**config.mk**
```make
export PLATFORM = sky130hd
export DESIGN_NAME = divisor_sequencial_flat
export DESIGN_NICKNAME = d
export VERILOG_FILES = /design/src/rtl/divisor_sequencial_if.sv /design/src/rtl/divisor_sequencial.sv /design/src/flat_wrapper.sv
export SDC_FILE = /design/constraint.sdc
export NUM_CORES = 1
export LEC_CHECK = 0
export CAP_MARGIN = 0
export CORE_MARGIN = 5
export CORE_UTILIZATION = 45
export CTS_BUF_LIST = sky130_fd_sc_hd__clkbuf_8
export CTS_CLUSTER_DIAMETER = 50
export DETAILED_ROUTE_END_ITERATION = 6
export HOLD_SLACK_MARGIN = 0.06
export PLACE_DENSITY_LB_ADDON = 0.15
export SETUP_SLACK_MARGIN = 0.2
export SYNTH_ARGS = -nofsm -noshare
export SYNTH_HDL_FRONTEND = slang
export SYNTH_SLANG_ARGS = --single-unit
```
**constraint.sdc**
```tcl
create_clock -name clk -period 7.24 [get_ports clk]
set_input_delay 2.172 -clock clk [delete_from_list [all_inputs] [get_ports clk]]
set_output_delay 2.172 -clock clk [all_outputs]
set_load 0.005 [all_outputs]
```
**src/rtl/divisor_sequencial_if.sv**
```systemverilog
// Handshake and operand/result bundle between the control unit (master) and the divider (slave).
// When DIVU_EN is defined an extra Unsigned select travels with the operands.
interface divisor_sequencial_if #(
    parameter int WIDTH = 32
);
    logic             DIVCtrl;
    logic [WIDTH-1:0] A;
    logic [WIDTH-1:0] B;
    logic [WIDTH-1:0] HI;
    logic [WIDTH-1:0] LO;
    logic             divZero;
    logic             DivDone;
    logic             busy;
`ifdef DIVU_EN
    logic             Unsigned;
`endif

    modport master (
        output DIVCtrl, A, B,
`ifdef DIVU_EN
        output Unsigned,
`endif
        input  HI, LO, divZero, DivDone, busy
    );

    modport slave (
        input  DIVCtrl, A, B,
`ifdef DIVU_EN
        input  Unsigned,
`endif
        output HI, LO, divZero, DivDone, busy
    );
endinterface

```
**src/rtl/divisor_sequencial.sv**
```systemverilog
// Iterative signed restoring divider: one quotient bit per clock on operand magnitudes, then sign fix-up.
// Optional macro DIVU_EN adds an Unsigned select sampled with the operands.
module divisor_sequencial #(
    parameter int WIDTH = 32
) (
    input  logic                  clk,
    input  logic                  reset,
    divisor_sequencial_if.slave   bus
);
    localparam int CW = (WIDTH > 1) ? $clog2(WIDTH) : 1;

    typedef enum logic [2:0] {IDLE, CALC, FIX, ZERO, WAIT_LOW} state_t;

    state_t           r_state;
    logic [WIDTH-1:0] r_quo;
    logic [WIDTH-1:0] r_rem;
    logic [WIDTH-1:0] r_divisor;
    logic [WIDTH-1:0] r_hi;
    logic [WIDTH-1:0] r_lo;
    logic [CW-1:0]    r_count;
    logic             r_signQ;
    logic             r_signR;
    logic             r_divZero;
    logic             r_divDone;
    logic             r_busy;

    logic             w_isUnsigned;
    logic [WIDTH-1:0] w_magA;
    logic [WIDTH-1:0] w_magB;
    logic [WIDTH:0]   w_shifted;
    logic [WIDTH:0]   w_trial;

`ifdef DIVU_EN
    assign w_isUnsigned = bus.Unsigned;
`else
    assign w_isUnsigned = 1'b0;
`endif

    // The most negative value negates to itself, which is its correct unsigned magnitude.
    assign w_magA = (!w_isUnsigned && bus.A[WIDTH-1]) ? -bus.A : bus.A;
    assign w_magB = (!w_isUnsigned && bus.B[WIDTH-1]) ? -bus.B : bus.B;

    // The extra top bit of the trial difference acts as its sign: set means the divisor did not fit.
    assign w_shifted = {r_rem, r_quo[WIDTH-1]};
    assign w_trial   = w_shifted - {1'b0, r_divisor};

    assign bus.HI      = r_hi;
    assign bus.LO      = r_lo;
    assign bus.divZero = r_divZero;
    assign bus.DivDone = r_divDone;
    assign bus.busy    = r_busy;

    always_ff @(posedge clk or posedge reset) begin
        if (reset) begin
            r_state   <= IDLE;
            r_quo     <= '0;
            r_rem     <= '0;
            r_divisor <= '0;
            r_hi      <= '0;
            r_lo      <= '0;
            r_count   <= '0;
            r_signQ   <= 1'b0;
            r_signR   <= 1'b0;
            r_divZero <= 1'b0;
            r_divDone <= 1'b0;
            r_busy    <= 1'b0;
        end else begin
            r_divZero <= 1'b0;
            r_divDone <= 1'b0;
            case (r_state)
                IDLE: begin
                    if (bus.DIVCtrl) begin
                        r_busy <= 1'b1;
                        if (bus.B == '0) begin
                            r_state <= ZERO;
                        end else begin
                            r_quo     <= w_magA;
                            r_divisor <= w_magB;
                            r_rem     <= '0;
                            r_signQ   <= !w_isUnsigned && (bus.A[WIDTH-1] ^ bus.B[WIDTH-1]);
                            r_signR   <= !w_isUnsigned && bus.A[WIDTH-1];
                            r_count   <= CW'(WIDTH - 1);
                            r_state   <= CALC;
                        end
                    end
                end
                CALC: begin
                    if (!w_trial[WIDTH]) begin
                        r_rem <= w_trial[WIDTH-1:0];
                        r_quo <= {r_quo[WIDTH-2:0], 1'b1};
                    end else begin
                        r_rem <= w_shifted[WIDTH-1:0];
                        r_quo <= {r_quo[WIDTH-2:0], 1'b0};
                    end
                    if (r_count == '0) begin
                        r_state <= FIX;
                    end else begin
                        r_count <= r_count - CW'(1);
                    end
                end
                FIX: begin
                    r_lo      <= r_signQ ? -r_quo : r_quo;
                    r_hi      <= r_signR ? -r_rem : r_rem;
                    r_divDone <= 1'b1;
                    r_state   <= WAIT_LOW;
                end
                ZERO: begin
                    r_divZero <= 1'b1;
                    r_state   <= WAIT_LOW;
                end
                WAIT_LOW: begin
                    if (!bus.DIVCtrl) begin
                        r_busy  <= 1'b0;
                        r_state <= IDLE;
                    end
                end
                default: begin
                    r_state <= IDLE;
                end
            endcase
        end
    end
endmodule
```
**src/flat_wrapper.sv**
```systemverilog
// flat-port wrapper written by rule: the top's interface ports become plain ports
module divisor_sequencial_flat 
#(
    parameter int WIDTH = 32
)
  (clk, reset, bus_DIVCtrl, bus_A, bus_B, bus_HI, bus_LO, bus_divZero, bus_DivDone, bus_busy);
  divisor_sequencial_if #(.WIDTH(WIDTH)) bus_i ();
  input  logic clk;
  input  logic reset;
  input wire logic [$bits(bus_i.DIVCtrl)-1:0] bus_DIVCtrl;
  input wire logic [$bits(bus_i.A)-1:0] bus_A;
  input wire logic [$bits(bus_i.B)-1:0] bus_B;
  output wire logic [$bits(bus_i.HI)-1:0] bus_HI;
  output wire logic [$bits(bus_i.LO)-1:0] bus_LO;
  output wire logic [$bits(bus_i.divZero)-1:0] bus_divZero;
  output wire logic [$bits(bus_i.DivDone)-1:0] bus_DivDone;
  output wire logic [$bits(bus_i.busy)-1:0] bus_busy;
  assign bus_i.DIVCtrl = bus_DIVCtrl;
  assign bus_i.A = bus_A;
  assign bus_i.B = bus_B;
  assign bus_HI = bus_i.HI;
  assign bus_LO = bus_i.LO;
  assign bus_divZero = bus_i.divZero;
  assign bus_DivDone = bus_i.DivDone;
  assign bus_busy = bus_i.busy;
  divisor_sequencial #(.WIDTH(WIDTH)) u_core (.clk(clk), .reset(reset), .bus(bus_i));
endmodule
```
== After elaboration in Yosys (flattened, before gate mapping) ==
Cells that the tools add are included.
W data, S select, Z words.
Word-level totals
  flip-flop bits (word level): 173
  bits of input ports: 67
  output and inout port bits: 67
  logic and storage cells: 66
Operators by class
  add/sub/neg operators: 6
  equality and inequality tests: 9
  mux-type cells: 26
  bitwise logic cells: 2
  reduce and logical (&&, ||, !) cells: 11
Operators by type and width (count)
  $mux W32: 9
  $neg A32 Y32: 4
  $pmux W32 S2: 2
  $sub A33 B32 Y33: 1
  $logic_not A32 Y1: 1
  $mux W5: 3
  $pmux W3 S4: 1
  $reduce_and A3 Y1: 4
  $pmux W5 S2: 1
  $mux W3: 3
  $ne A2 B2 Y1 const B: 4
  $eq A3 B2 Y1 const B: 2
  $logic_not A5 Y1: 1
  $mux W1: 5
  $sub A5 B1 Y5 const B: 1
  $reduce_and A4 Y1: 1
  $reduce_bool A2 Y1: 2
  $eq A3 B1 Y1 const B: 1
  $eq A3 B3 Y1 const B: 1
  $logic_not A3 Y1: 1
  $mux W2: 1
  $ne A2 B1 Y1 const B: 1
  $pmux W1 S2: 1
  $reduce_or A2 Y1: 1
  other kinds (2): 2

== Depth between registers and ports, before layout ==
Gate-level depths: netlist of run 1.
  depth in word-level cells: 5
  gate-level depth with buffers: 14

== Worst setup path after synthesis of run 1 ==
No wires, ideal clock.
  path type: input to register
  start: input port bus_B[8]
  end: register u_core.r_quo[0]
  setup time: 126 ps
  data arrival time: 4917 ps
  required time: 7114 ps
  slack: 2197 ps
  stages on the path: 9
  path buffers: 1
  path through: or4_1 or2_1 or4_1 nand2b_1 or4_4 nand2b_4 o31a_1 buf_2 a221o_1
On the way
  word-level cells in the longest chain between the ends: 3
RTL lines
  from (decl): RTL line flat_wrapper.sv:12  | input wire logic [$bits(bus_i.B)-1:0] bus_B;
  $logic_not A32 Y1: RTL line divisor_sequencial.sv:74  | if (bus.B == '0) begin
  $ne A2 B2 Y1 (no line)
  $reduce_and A3 Y1 (no line)
  to (signal assigned): RTL line divisor_sequencial.sv:77  | r_quo <= w_magA;
  to (signal assigned): RTL line divisor_sequencial.sv:90  | r_quo <= {r_quo[WIDTH-2:0], 1'b1};
  to (signal assigned): RTL line divisor_sequencial.sv:93  | r_quo <= {r_quo[WIDTH-2:0], 1'b0};
  to (decl): RTL line divisor_sequencial.sv:15  | logic [WIDTH-1:0] r_quo;
No other way between the ends.
A chain may end at the register's enable or synchronous reset.

== Worst setup path in the final report of run 1 ==
  start: input port bus_B[8]
  end: register u_core.r_quo[31]
The elaborated chain is that of the path after synthesis.

==> impl_summary.log, run 1 <==
INFO  metric end_kind = flop
INFO  metric cell_depth_of_the_worst_flop_to_flop_path = 12
INFO  metric cts.reportedPaths.clkPinSlew = 0.09 ns
INFO  metric gr-usage-all-layers = 19.6%
INFO  metric postSynth.asyncResetShare = 100%
INFO  metric placementRows = 57
INFO  metric synth_area_leaders = sky130_fd_sc_hd__dfrtp_1 (39%), sky130_fd_sc_hd__o21ai_0 (8.3%), sky130_fd_sc_hd__xor2_1 (7.9%)
INFO  metric worst_path_largest_cell_delay = 0.57 ns
INFO  metric intPower = 3.04 mW
INFO  metric yosys.area_share.xor_xnor = 11.6%
INFO  metric num_io_pins = 134
INFO  metric power_per_unit_of_standard_cell_area = 428 nW/um2
INFO  metric place.detailed.hpwl = 20,800 um
INFO  metric crit-reg2reg-launch = u_core.r_quo[31]
INFO  metric post-route-drc-count = 0
INFO  metric setup.worst_path.class = in2reg
INFO  metric peakVddDrop = 0.000183 V
INFO  metric setup_ws = 1.60 ns
INFO  metric drt-wirelength-per-cell = 16.2 um
INFO  metric cts_num_sinks = 173
INFO  metric main_combinational_cell_family_by_area_after_synthesis = compound AO/OA/AOI/OAI gates
INFO  metric combPwrFrac = 55.5%
INFO  metric grt_pass1_vias = 8,600
INFO  metric ys_top_cells_by_count = sky130_fd_sc_hd__o21ai_0 (184), sky130_fd_sc_hd__nand2_1 (178), sky130_fd_sc_hd__dfrtp_1 (173), sky130_fd_sc_hd__xor2_1 (100), sky130_fd_sc_hd__nor2_1 (59)
INFO  metric fp.dieArea = 28,000 um2
INFO  metric viasPerCell = 5.43
INFO  metric final_layout_size_suffix_gt1_share = 4.61%
INFO  metric synth_compound_gate_area_share = 21.2%
INFO  metric overflow = 0
INFO  metric regToRegEndpoint = u_core.r_rem[25]
INFO  metric yosys.cell_count.top_type = sky130_fd_sc_hd__o21ai_0
INFO  metric drt-initial-drc-count = 634
INFO  metric floorplan.die.height = 167 um
INFO  metric timing.setup.tns = 0 ns
INFO  metric cpMaxStageDelayCell = sky130_fd_sc_hd__or4_1
INFO  metric ys_warn_count = 0
INFO  metric worst_hold_startpoint = u_core.bus.HI[14]
INFO  metric holdWs = 0.483 ns
INFO  metric routabilityCongestion = 0.902
INFO  metric cts_resized = 0
INFO  metric yosys.cell_types.count = 61
INFO  metric clk-insertion-delay-late = 0.47 ns
INFO  metric core_region_area = 24,300 um2
INFO  metric slew_violations = 0
INFO  metric timing.clock.skew = 0.0156 ns
INFO  metric antenna_found_initial = 0
INFO  metric setup.reg_to_reg.worst_slack = 3.32 ns
INFO  metric yosysSeqAreaShare = 38.9%
INFO  metric worst-path-max-fanout = 59
INFO  metric path_common_cell = sky130_fd_sc_hd__or4_1
INFO  metric grt_start_max_net_pins = 130
INFO  metric cp-endpoint = u_core.r_quo[31]
INFO  metric fin_nets = 1,480
INFO  metric gate_count_after_technology_mapping = 1,280
INFO  metric fillers = 2,379
INFO  metric rsz0062_at_grt = no
INFO  metric synth-main-ff-cell = sky130_fd_sc_hd__dfrtp_1
INFO  metric route.vias.total = 9,291
INFO  metric worstSetupStartpointType = primary input
INFO  metric antenna_left = 0
INFO  metric synth-edff-count = 0
INFO  metric status = complete, no violations
INFO  metric arrival = 5.99 ns
INFO  metric static-leakage-power = 5.46 nW
INFO  metric area_of_combinational_cells_with_multiple_inputs = 6310 um2
INFO  metric syn_area = 11,100 um2
INFO  metric crit_start = bus_B[8]
INFO  metric holdCritPathClass = reg2reg
INFO  metric syn_area_per_cell = 8.69 um2
INFO  metric port_buffers = 133
INFO  metric worstPathRequired = 7.59 ns
INFO  metric total_of_max_cap_violations = 0
INFO  metric hold_viol_final = 0
INFO  metric timing_worst_slew_pin_value = 1.20 ns
INFO  metric min_period_over_period = 77.9%
INFO  metric time_the_final_worst_path_needs_with_i_o_delays_and_setup = 5.64 ns
INFO  metric clock-root-buffer = sky130_fd_sc_hd__clkbuf_8
INFO  metric postSynthRegisterBits = 173
INFO  metric synth_area_in_adders = 4.45%
INFO  metric antenna_cells_inserted = 0
INFO  metric seq_area = 4330 um2
INFO  metric synthSimpleGateAreaFrac = 16.7%
INFO  metric netSwitchingFraction = 45.5%
INFO  metric power.share.sequential = 32.7%
INFO  metric pre_cts_slack = 1.14 ns
INFO  metric drt_wl_total = 27,700 um
INFO  metric die_x = 167 um
INFO  metric cp_cell_sequence = clkdlybuf4s50_1, or4_1, or2_1, or4_1, nand2b_1, or4_4, nand2b_4, o31ai_4, buf_4, nor4_1, a221o_1
INFO  metric drt_pass1_iterations = 5
INFO  metric grt_first_pass_wirelength = 45,300 um
INFO  metric clock_tree.htree_level_count = 4
INFO  metric cts.hold.buffers_added = 0
INFO  metric finalPower = 5.58 mW
INFO  metric fraction_of_synthesized_area_in_multiplexers = 2.62%
INFO  metric floorplan.initialDensity = 45.8%
INFO  metric setup-violations-final = 0
INFO  metric power.net_switching = 2.54 mW
INFO  metric synth_top_cell_by_area = sky130_fd_sc_hd__dfrtp_1
INFO  metric cts_tree = built
INFO  metric numCtsBuffers = 17
INFO  metric yosys.area.top_type_share = 38.9%
INFO  metric clock_tree.buffer_depth = 2
INFO  metric area.growth.synth_to_final = 17.4%
INFO  metric synth_fp_nets = 1,386
INFO  metric clock_power_share = 11.8%
INFO  metric max-slew-margin-rel = 20.0%
INFO  metric post_cts_setup_repair_bufs = 0
INFO  metric fmaxAchievable = 0.177 GHz
[critical path: cells and delay by family]
family                 cells  cell delay [ns]
and+or+nand+nor            7             2.33
buffers and inverters      2             0.99
AOI/OAI and AO/OA          2             0.48
[power groups by stage]
stage	Sequential [mW]	Combinational, mW	Clock (mW)
after floorplan	1.66	2.28	0
after CTS	1.82	3.12	0.677
final	1.82	3.10	0.659
after detailed placement	1.84	3.11	0
after global placement	1.82	3.06	0
after global routing	1.89	3.48	0.715
[metrics by stage]
stage | cell area, um2 | utilization [%] | std cells
floorplan | 11100 | - | 1280
global placement | 12700 | 52.1 | 1679
detailed placement | 12700 | 52.1 | 1679
CTS | 13100 | 53.7 | 1711
global route | 13100 | 53.7 | 1711
finish | 13100 | 53.7 | 1711
[flip-flops by register name, summed over array words and instances, names as in the netlist, 3 cells and up]
name              count
u_core.bus.HI        32
u_core.bus.LO        32
u_core.r_divisor     32
u_core.r_quo         32
u_core.r_rem         32
u_core.r_count        5
u_core.r_state        3
[how the worst min path moves through the flow]
stage / end / slack (ns) / cells after the start
3_5_place_dp: u_core.bus.LO[27] / 0.47 / 2
3_3_place_gp: u_core.bus.LO[28] / 0.46 / 2
5_1_grt: u_core.bus.LO[28] / 0.51 / 2
6_report: u_core.bus.HI[14] / 0.48 / 2
4_1_cts: u_core.bus.HI[20] / 0.49 / 2
2_1_floorplan: u_core.r_divisor[30] / 0.45 / 2
[per-layer routing]
layer  share of wire, %  wire (um)  global-route usage (%)  vias to the layer above
li1                   -          -                       -                     4761
met1                 53      14600                    31.4                     4308
met2                 41      11300                    27.5                      205
met3                5.7       1570                    3.39                       17
met4               0.85        236                    3.95                        0
met5                  0          0                       0                        -
[layout make-up]
cell class	instances	area share, %
inverter	56	1.65
clock inverter	15	1.21
clock buffer	17	1.79
sequential	173	33.1
tap	324	3.10
timing repair buffer	144	10.8
multi-input combinational	982	48.3
[kinds of logic (layout without fill, tap and decap cells)]
family,after synthesis,count (layout)
AND/OR/NAND/NOR,397,397
AO/OA/AOI/OAI,369,369
flip-flops,173,173
XOR/XNOR,148,148
buffers and inverters,125,232
adder cells (fa/ha/maj),39,39
multiplexers,29,29
[placed cells by master (no fill, tap or decap), drive strengths merged, types with 3 or more instances in the layout]
cell           count
nand3             40
xor2             100
a22oi              5
o21ai            188
o211ai             6
o21a               3
clkdlybuf4s50    133
buf               11
nor4               9
a21boi             6
o41ai             17
or3               16
nor2b             12
a211oi             5
nor2              59
nand2b            14
dfrtp            173
a31o               3
nand4             13
or4               15
nor3              19
o31ai             42
o21bai             4
and2               5
clkinv             9
ha                38
or2                9
a31oi              8
clkbuf            17
nand2            178
mux2i             28
a21oi             35
inv               60
xnor2             48
a21o               6
a221o             27
No activity file was read; power rests on OpenSTA's default activity.
==> run 2, diff against run 1 <==
clock period = 5.4 ns   (was 7.24 ns; I/O delays follow)
==> impl_summary.log, run 2 (synthesis gave the netlist of run 1 again) <==
INFO  metric viasPerCell = 5.45 (+0.33%)
INFO  metric end_kind = flop
INFO  metric gr-usage-all-layers = 19.6% (+0.037 points)
INFO  metric area.growth.synth_to_final = 18.1%
INFO  metric setup-violations-final = 0 (unchanged)
INFO  metric floorplan.die.height = 167 um (unchanged)
INFO  metric fin_nets = 1,482 (+0.14%)
INFO  metric max-slew-margin-rel = 24.0% (+4.0 points)
INFO  metric setup.worst_path.class = in2reg
INFO  metric drt_wl_total = 27,700 um (about the same)
INFO  metric slew_violations = 0 (unchanged)
INFO  metric cp_cell_sequence = clkdlybuf4s50_1, or4_1, or2_1, or4_1, nand2b_1, or4_4, nand2b_4, o31ai_4, buf_12, nor4_1, a221o_1
INFO  metric min_period_over_period = 90.1%
INFO  metric worstPathRequired = 5.75 ns (-1.84 ns)
INFO  metric cpMaxStageDelayCell = sky130_fd_sc_hd__or4_1
INFO  metric grt_pass1_vias = 8,574 (-0.30%)
INFO  metric setup.reg_to_reg.worst_slack = 1.47 ns (-1.85 ns)
INFO  metric fp.dieArea = 28,000 um2 (unchanged)
INFO  metric hold_viol_final = 0 (unchanged)
INFO  metric numCtsBuffers = 17 (unchanged)
INFO  metric timing.setup.tns = 0 ns (unchanged)
INFO  metric fin_util = 54.0% (+0.33 points)
INFO  metric clock_tree.htree_level_count = 4 (unchanged)
INFO  metric cell_depth_of_the_worst_flop_to_flop_path = 10 (-2)
INFO  metric arrival = 5.21 ns (-0.78 ns)
INFO  metric overflow = 0 (unchanged)
INFO  metric antenna_cells_inserted = 0 (unchanged)
INFO  metric rsz0062_at_grt = no
INFO  metric grt_start_max_net_pins = 130 (unchanged)
INFO  metric static-leakage-power = 5.50 nW (+0.76%)
INFO  metric mostFrequentLayoutCell = sky130_fd_sc_hd__o21ai_0
INFO  metric worst-path-max-fanout = 67 (+14%)
INFO  metric fillers = 2,330 (-2.1%)
INFO  metric drt_pass1_iterations = 5 (unchanged)
INFO  metric clock-root-buffer = sky130_fd_sc_hd__clkbuf_8
INFO  metric peakVddDrop = 0.000207 V (+13%)
INFO  metric worstSetupStartpointType = primary input
INFO  metric floorplan.initialDensity = 45.8% (unchanged)
INFO  metric time_the_final_worst_path_needs_with_i_o_delays_and_setup = 4.87 ns
INFO  metric drt-wirelength-per-cell = 16.1 um (-0.21%)
INFO  metric route.vias.total = 9,333 (+0.45%)
INFO  metric worst_path_largest_cell_delay = 0.56 ns (about the same)
INFO  metric clk-insertion-delay-late = 0.47 ns (about the same)
INFO  metric timing_worst_slew_pin_value = 1.14 ns (-0.0602 ns)
INFO  metric grt_first_pass_wirelength = 45,400 um (+0.14%)
INFO  metric regToRegEndpoint = u_core.r_rem[2]
INFO  metric routabilityCongestion = 0.914 (+1.4%)
INFO  metric cts_resized = 0 (unchanged)
INFO  metric post-route-drc-count = 0 (unchanged)
INFO  metric crit_start = bus_B[8]
INFO  metric cts.hold.buffers_added = 0 (unchanged)
INFO  metric layout_common_cells = sky130_fd_sc_hd__o21ai_0 (184), sky130_fd_sc_hd__nand2_1 (178), sky130_fd_sc_hd__dfrtp_1 (173)
INFO  metric cts_num_sinks = 173 (unchanged)
INFO  metric placementRows = 57 (unchanged)
INFO  metric final_cell_area = 13,100 um2 (+0.61%)
INFO  metric path_common_cell = sky130_fd_sc_hd__or4_1
INFO  metric clock_tree.buffer_depth = 2 (unchanged)
INFO  metric drt-initial-drc-count = 580 (-8.5%)
INFO  metric num_io_pins = 134 (unchanged)
INFO  metric post_cts_setup_repair_bufs = 0 (unchanged)
INFO  metric die_x = 167 um (unchanged)
INFO  metric cts.reportedPaths.clkPinSlew = 0.10 ns (about the same)
INFO  metric holdWs = 0.485 ns (+0.00264 ns)
INFO  metric core_region_area = 24,300 um2 (unchanged)
INFO  metric final_layout_size_suffix_gt1_share = 4.75% (+0.14 points)
INFO  metric antenna_left = 0 (unchanged)
INFO  metric status = complete, no violations
INFO  metric crit-reg2reg-launch = u_core.r_rem[17]
INFO  metric place.detailed.hpwl = 21,000 um (+0.68%)
INFO  metric cts_tree = built
INFO  metric timing.clock.skew = 0.0195 ns (+0.00390 ns)
INFO  metric antenna_found_initial = 0 (unchanged)
INFO  metric fmaxAchievable = 0.205 GHz
INFO  metric port_buffers = 133 (unchanged)
INFO  metric cp-endpoint = u_core.r_quo[31]
INFO  metric power_per_unit_of_standard_cell_area = 575 nW/um2 (+35%)
INFO  metric worst_hold_startpoint = u_core.bus.HI[23]
INFO  metric placedInstanceArea = 12,700 um2 (+0.50%)
INFO  metric holdCritPathClass = reg2reg
INFO  metric total_of_max_cap_violations = 0 (unchanged)
[run 2: cell types whose count changed in the layout (fill, tap and decap cells not counted), sizes merged]
cell / delta
inv: +3
buf: +2
clkinv: -2
clkinvlp: -1
[run 2: worst max-delay path: cells and delay by family]
family	cells	cell delay, ns
and+or+nand+nor	7	2.28
buffers and inverters	2	0.75
AOI/OAI and AO/OA	2	0.53
[run 2: power breakdown]
| part | switching, mW | internal (mW) |
|---|---|---|
| Clock | 0.569 | 0.355 |
| Combinational | 2.28 | 1.93 |
| Sequential | 0.595 | 1.84 |
| Total | 3.44 | 4.12 |
[run 2: worst min path at each step]
stage | end | slack [ns] | cells past startpoint
finish | u_core.bus.HI[23] | 0.49 | 2
global route | u_core.bus.HI[2] | 0.51 | 2
CTS | u_core.bus.HI[12] | 0.49 | 2
detailed placement | u_core.bus.LO[15] | 0.47 | 2
global placement | u_core.bus.HI[22] | 0.46 | 2
floorplan | u_core.r_divisor[30] | 0.45 | 2
[run 2: area by class of cell]
class	count	area, um2	share of cell area, %
Multi-Input combinational cell	982	6310	48.0
Sequential cell	173	4330	32.9
Timing Repair Buffer	146	1480	11.3
Tap cell	324	405	3.08
Clock buffer	17	234	1.78
Inverter	56	214	1.63
Clock inverter	15	174	1.32
[run 2: per-stage QoR]
step | total power [mW] | worst slack [ns] | cells
floorplan | 5.28 | 0.909 | 1280
global placement | 6.57 | 0.142 | 1681
detailed placement | 6.65 | 0.0928 | 1681
CTS | 7.59 | 0.591 | 1713
global route | 8.26 | 0.428 | 1713
finish | 7.56 | 0.534 | 1713
[run 2: per-layer routing]
metal | GRT usage [%] | routed length [um] | up-vias
met4 | 4.48 | 225 | 0
li1 | - | - | 4750
met2 | 26.8 | 11100 | 220
met1 | 31.9 | 14800 | 4349
met3 | 3.44 | 1580 | 14
met5 | 0 | 0 | -
==> run 3, diff against run 2 <==
==> constraint.sdc (replaced) <==
create_clock -name clk -period 5.4 [get_ports clk]
set_input_delay 1.08 -clock clk [delete_from_list [all_inputs] [get_ports clk]]
set_output_delay 1.08 -clock clk [all_outputs]
set_load 0.005 [all_outputs]
==> impl_summary.log, run 3 (synthesis gave the netlist of run 1 again) <==
INFO  metric place.detailed.hpwl = 20,600 um (-1.6%)
INFO  metric placedInstanceArea = 12,700 um2 (-0.31%)
INFO  metric drt_wl_total = 27,700 um (about the same)
INFO  metric end_kind = flop
INFO  metric gr-usage-all-layers = 19.7% (+0.14 points)
INFO  metric power.share.sequential = 32.1% (about the same)
INFO  metric core_region_area = 24,300 um2 (unchanged)
INFO  metric clk-insertion-delay-late = 0.47 ns (about the same)
INFO  metric final_layout_size_suffix_gt1_share = 4.61% (-0.14 points)
INFO  metric fmaxAchievable = 0.234 GHz (+14%)
INFO  metric timing.setup.tns = 0 ns (unchanged)
INFO  metric rsz0062_at_grt = no
INFO  metric timing_worst_slew_pin_value = 1.14 ns (+0.00464 ns)
INFO  metric timing.clock.skew = 0.0172 ns (-0.00228 ns)
INFO  metric numCtsBuffers = 17 (unchanged)
INFO  metric fp.dieArea = 28,000 um2 (unchanged)
INFO  metric hold_viol_final = 0 (unchanged)
INFO  metric cts.hold.buffers_added = 0 (unchanged)
INFO  metric arrival = 4.63 ns (-0.58 ns)
INFO  metric cts_resized = 0 (unchanged)
INFO  metric floorplan.initialDensity = 45.8% (unchanged)
INFO  metric slew_violations = 0 (unchanged)
INFO  metric grt_first_pass_wirelength = 45,800 um (+0.90%)
INFO  metric setup-violations-final = 0 (unchanged)
INFO  metric final_cell_area = 13,100 um2 (-0.20%)
INFO  metric worstSetupStartpointType = primary input
INFO  metric netSwitchingFraction = 45.4% (-0.11 points)
INFO  metric worstPathRequired = 5.75 ns (about the same)
INFO  metric setup_ws = 1.12 ns (+0.591 ns)
INFO  metric mostFrequentLayoutCell = sky130_fd_sc_hd__o21ai_0
INFO  metric overflow = 0 (unchanged)
INFO  metric status = complete, no violations
INFO  metric die_x = 167 um (unchanged)
INFO  metric placementRows = 57 (unchanged)
INFO  metric viasPerCell = 5.51 (+1.1%)
INFO  metric setup.worst_path.class = in2reg
INFO  metric cts.reportedPaths.clkPinSlew = 0.10 ns (about the same)
INFO  metric worst-path-max-fanout = 67 (unchanged)
INFO  metric clock_tree.htree_level_count = 4 (unchanged)
INFO  metric combPwrFrac = 55.3% (-0.3 points)
INFO  metric intPower = 4.15 mW (+0.66%)
INFO  metric static-leakage-power = 5.49 nW (-0.21%)
INFO  metric power_per_unit_of_standard_cell_area = 579 nW/um2 (+0.65%)
INFO  metric routabilityCongestion = 0.917 (+0.38%)
INFO  metric floorplan.die.height = 167 um (unchanged)
INFO  metric antenna_found_initial = 0 (unchanged)
INFO  metric grt_start_max_net_pins = 174 (+34%)
INFO  metric grt_pass1_vias = 8,726 (+1.8%)
INFO  metric cts_tree = built
INFO  metric post_cts_setup_repair_bufs = 0 (unchanged)
INFO  metric drt-initial-drc-count = 663 (+14%)
INFO  metric layout_common_cells = sky130_fd_sc_hd__o21ai_0 (184), sky130_fd_sc_hd__nand2_1 (178), sky130_fd_sc_hd__dfrtp_1 (173)
INFO  metric power.net_switching = 3.45 mW (+0.20%)
INFO  metric clock_tree.buffer_depth = 2 (unchanged)
INFO  metric min_period_over_period = 79.2% (-11 points)
INFO  metric total_of_max_cap_violations = 0 (unchanged)
INFO  metric antenna_left = 0 (unchanged)
INFO  metric post-route-drc-count = 0 (unchanged)
INFO  metric drt_pass1_iterations = 5 (unchanged)
INFO  metric antenna_cells_inserted = 0 (unchanged)
INFO  metric peakVddDrop = 0.000239 V (+16%)
INFO  metric cts_num_sinks = 173 (unchanged)
INFO  metric pre_cts_slack = 0.640 ns (+0.547 ns)
INFO  metric time_the_final_worst_path_needs_with_i_o_delays_and_setup = 4.28 ns (-0.591 ns)
INFO  metric port_buffers = 133 (unchanged)
INFO  metric max-slew-margin-rel = 23.7% (-0.31 points)
INFO  metric clock-root-buffer = sky130_fd_sc_hd__clkbuf_8
INFO  metric area.growth.synth_to_final = 17.9%
INFO  metric drt-wirelength-per-cell = 16.2 um (+0.11%)
INFO  metric clock_power_share = 12.6% (+0.4 points)
INFO  metric num_io_pins = 134 (unchanged)
INFO  metric fin_nets = 1,480 (-0.13%)
INFO  metric holdCritPathClass = reg2reg
INFO  metric route.vias.total = 9,428 (+1.0%)
==> run 3: routing by layer <==
layer	GRT usage [%]	up-vias	wire length, um
li1	-	4754	-
met1	32.0	4401	14800
met2	26.6	240	10800
met3	3.37	33	1520
met4	5.65	0	484
met5	0	-	0
==> run 3: cell type report <==
| class | count | area, um2 |
|---|---|---|
| clock buffer | 17 | 234 |
| inverter | 56 | 214 |
| multi-input combinational | 982 | 6310 |
| timing repair buffer | 144 | 1440 |
| clock inverter | 15 | 188 |
| sequential | 173 | 4330 |
| tap | 324 | 405 |
| fill | 2273 | 11200 |
==> run 3: worst max-delay path: stages <==
cell,delay (ns)
sky130_fd_sc_hd__clkdlybuf4s50_1,0.45
sky130_fd_sc_hd__or4_1,0.56
sky130_fd_sc_hd__or2_1,0.26
sky130_fd_sc_hd__or4_1,0.46
sky130_fd_sc_hd__nand2b_1,0.18
sky130_fd_sc_hd__or4_4,0.47
sky130_fd_sc_hd__nand2b_4,0.21
sky130_fd_sc_hd__o31ai_4,0.25
sky130_fd_sc_hd__buf_12,0.29
sky130_fd_sc_hd__nor2_1,0.09
sky130_fd_sc_hd__a221o_1,0.27
==> run 3: path summary, 6_finish.rpt <==
check	slack (ns)	end	cells past startpoint	from
setup / recovery	1.12	u_core.r_quo[4]	11	bus_B[8]
hold / removal	0.49	u_core.bus.HI[22]	2	u_core.bus.HI[22]
setup reg to reg	1.59	u_core.r_rem[15]	12	u_core.r_quo[31]
hold reg to reg	0.49	u_core.bus.HI[22]	2	u_core.bus.HI[22]
max in group asynchronous	3.48	u_core.r_rem[1]	3	reset
min in group asynchronous	1.22	u_core.bus.HI[1]	3	reset
==> run 3: metrics by stage <==
| stage | util, % | hold slack, ns | instances | power (mW) |
|---|---|---|---|---|
| final | 53.9 | 0.486 | 1711 | 7.59 |
| after global routing | 53.9 | 0.514 | 1711 | 8.29 |
| after CTS | 53.9 | 0.492 | 1711 | 7.61 |
| after detailed placement | 52.2 | 0.469 | 1679 | 6.64 |
| after global placement | 52.2 | 0.462 | 1679 | 6.56 |
| after floorplan | - | 0.449 | 1280 | 5.28 |
==> run 3: power groups by stage <==
stage	Combinational (mW)	Clock, mW	Sequential (mW)
floorplan	3.05	0	2.23
global placement	4.12	0	2.44
detailed placement	4.18	0	2.46
CTS	4.20	0.989	2.43
global route	4.71	1.05	2.52
finish	4.20	0.958	2.44
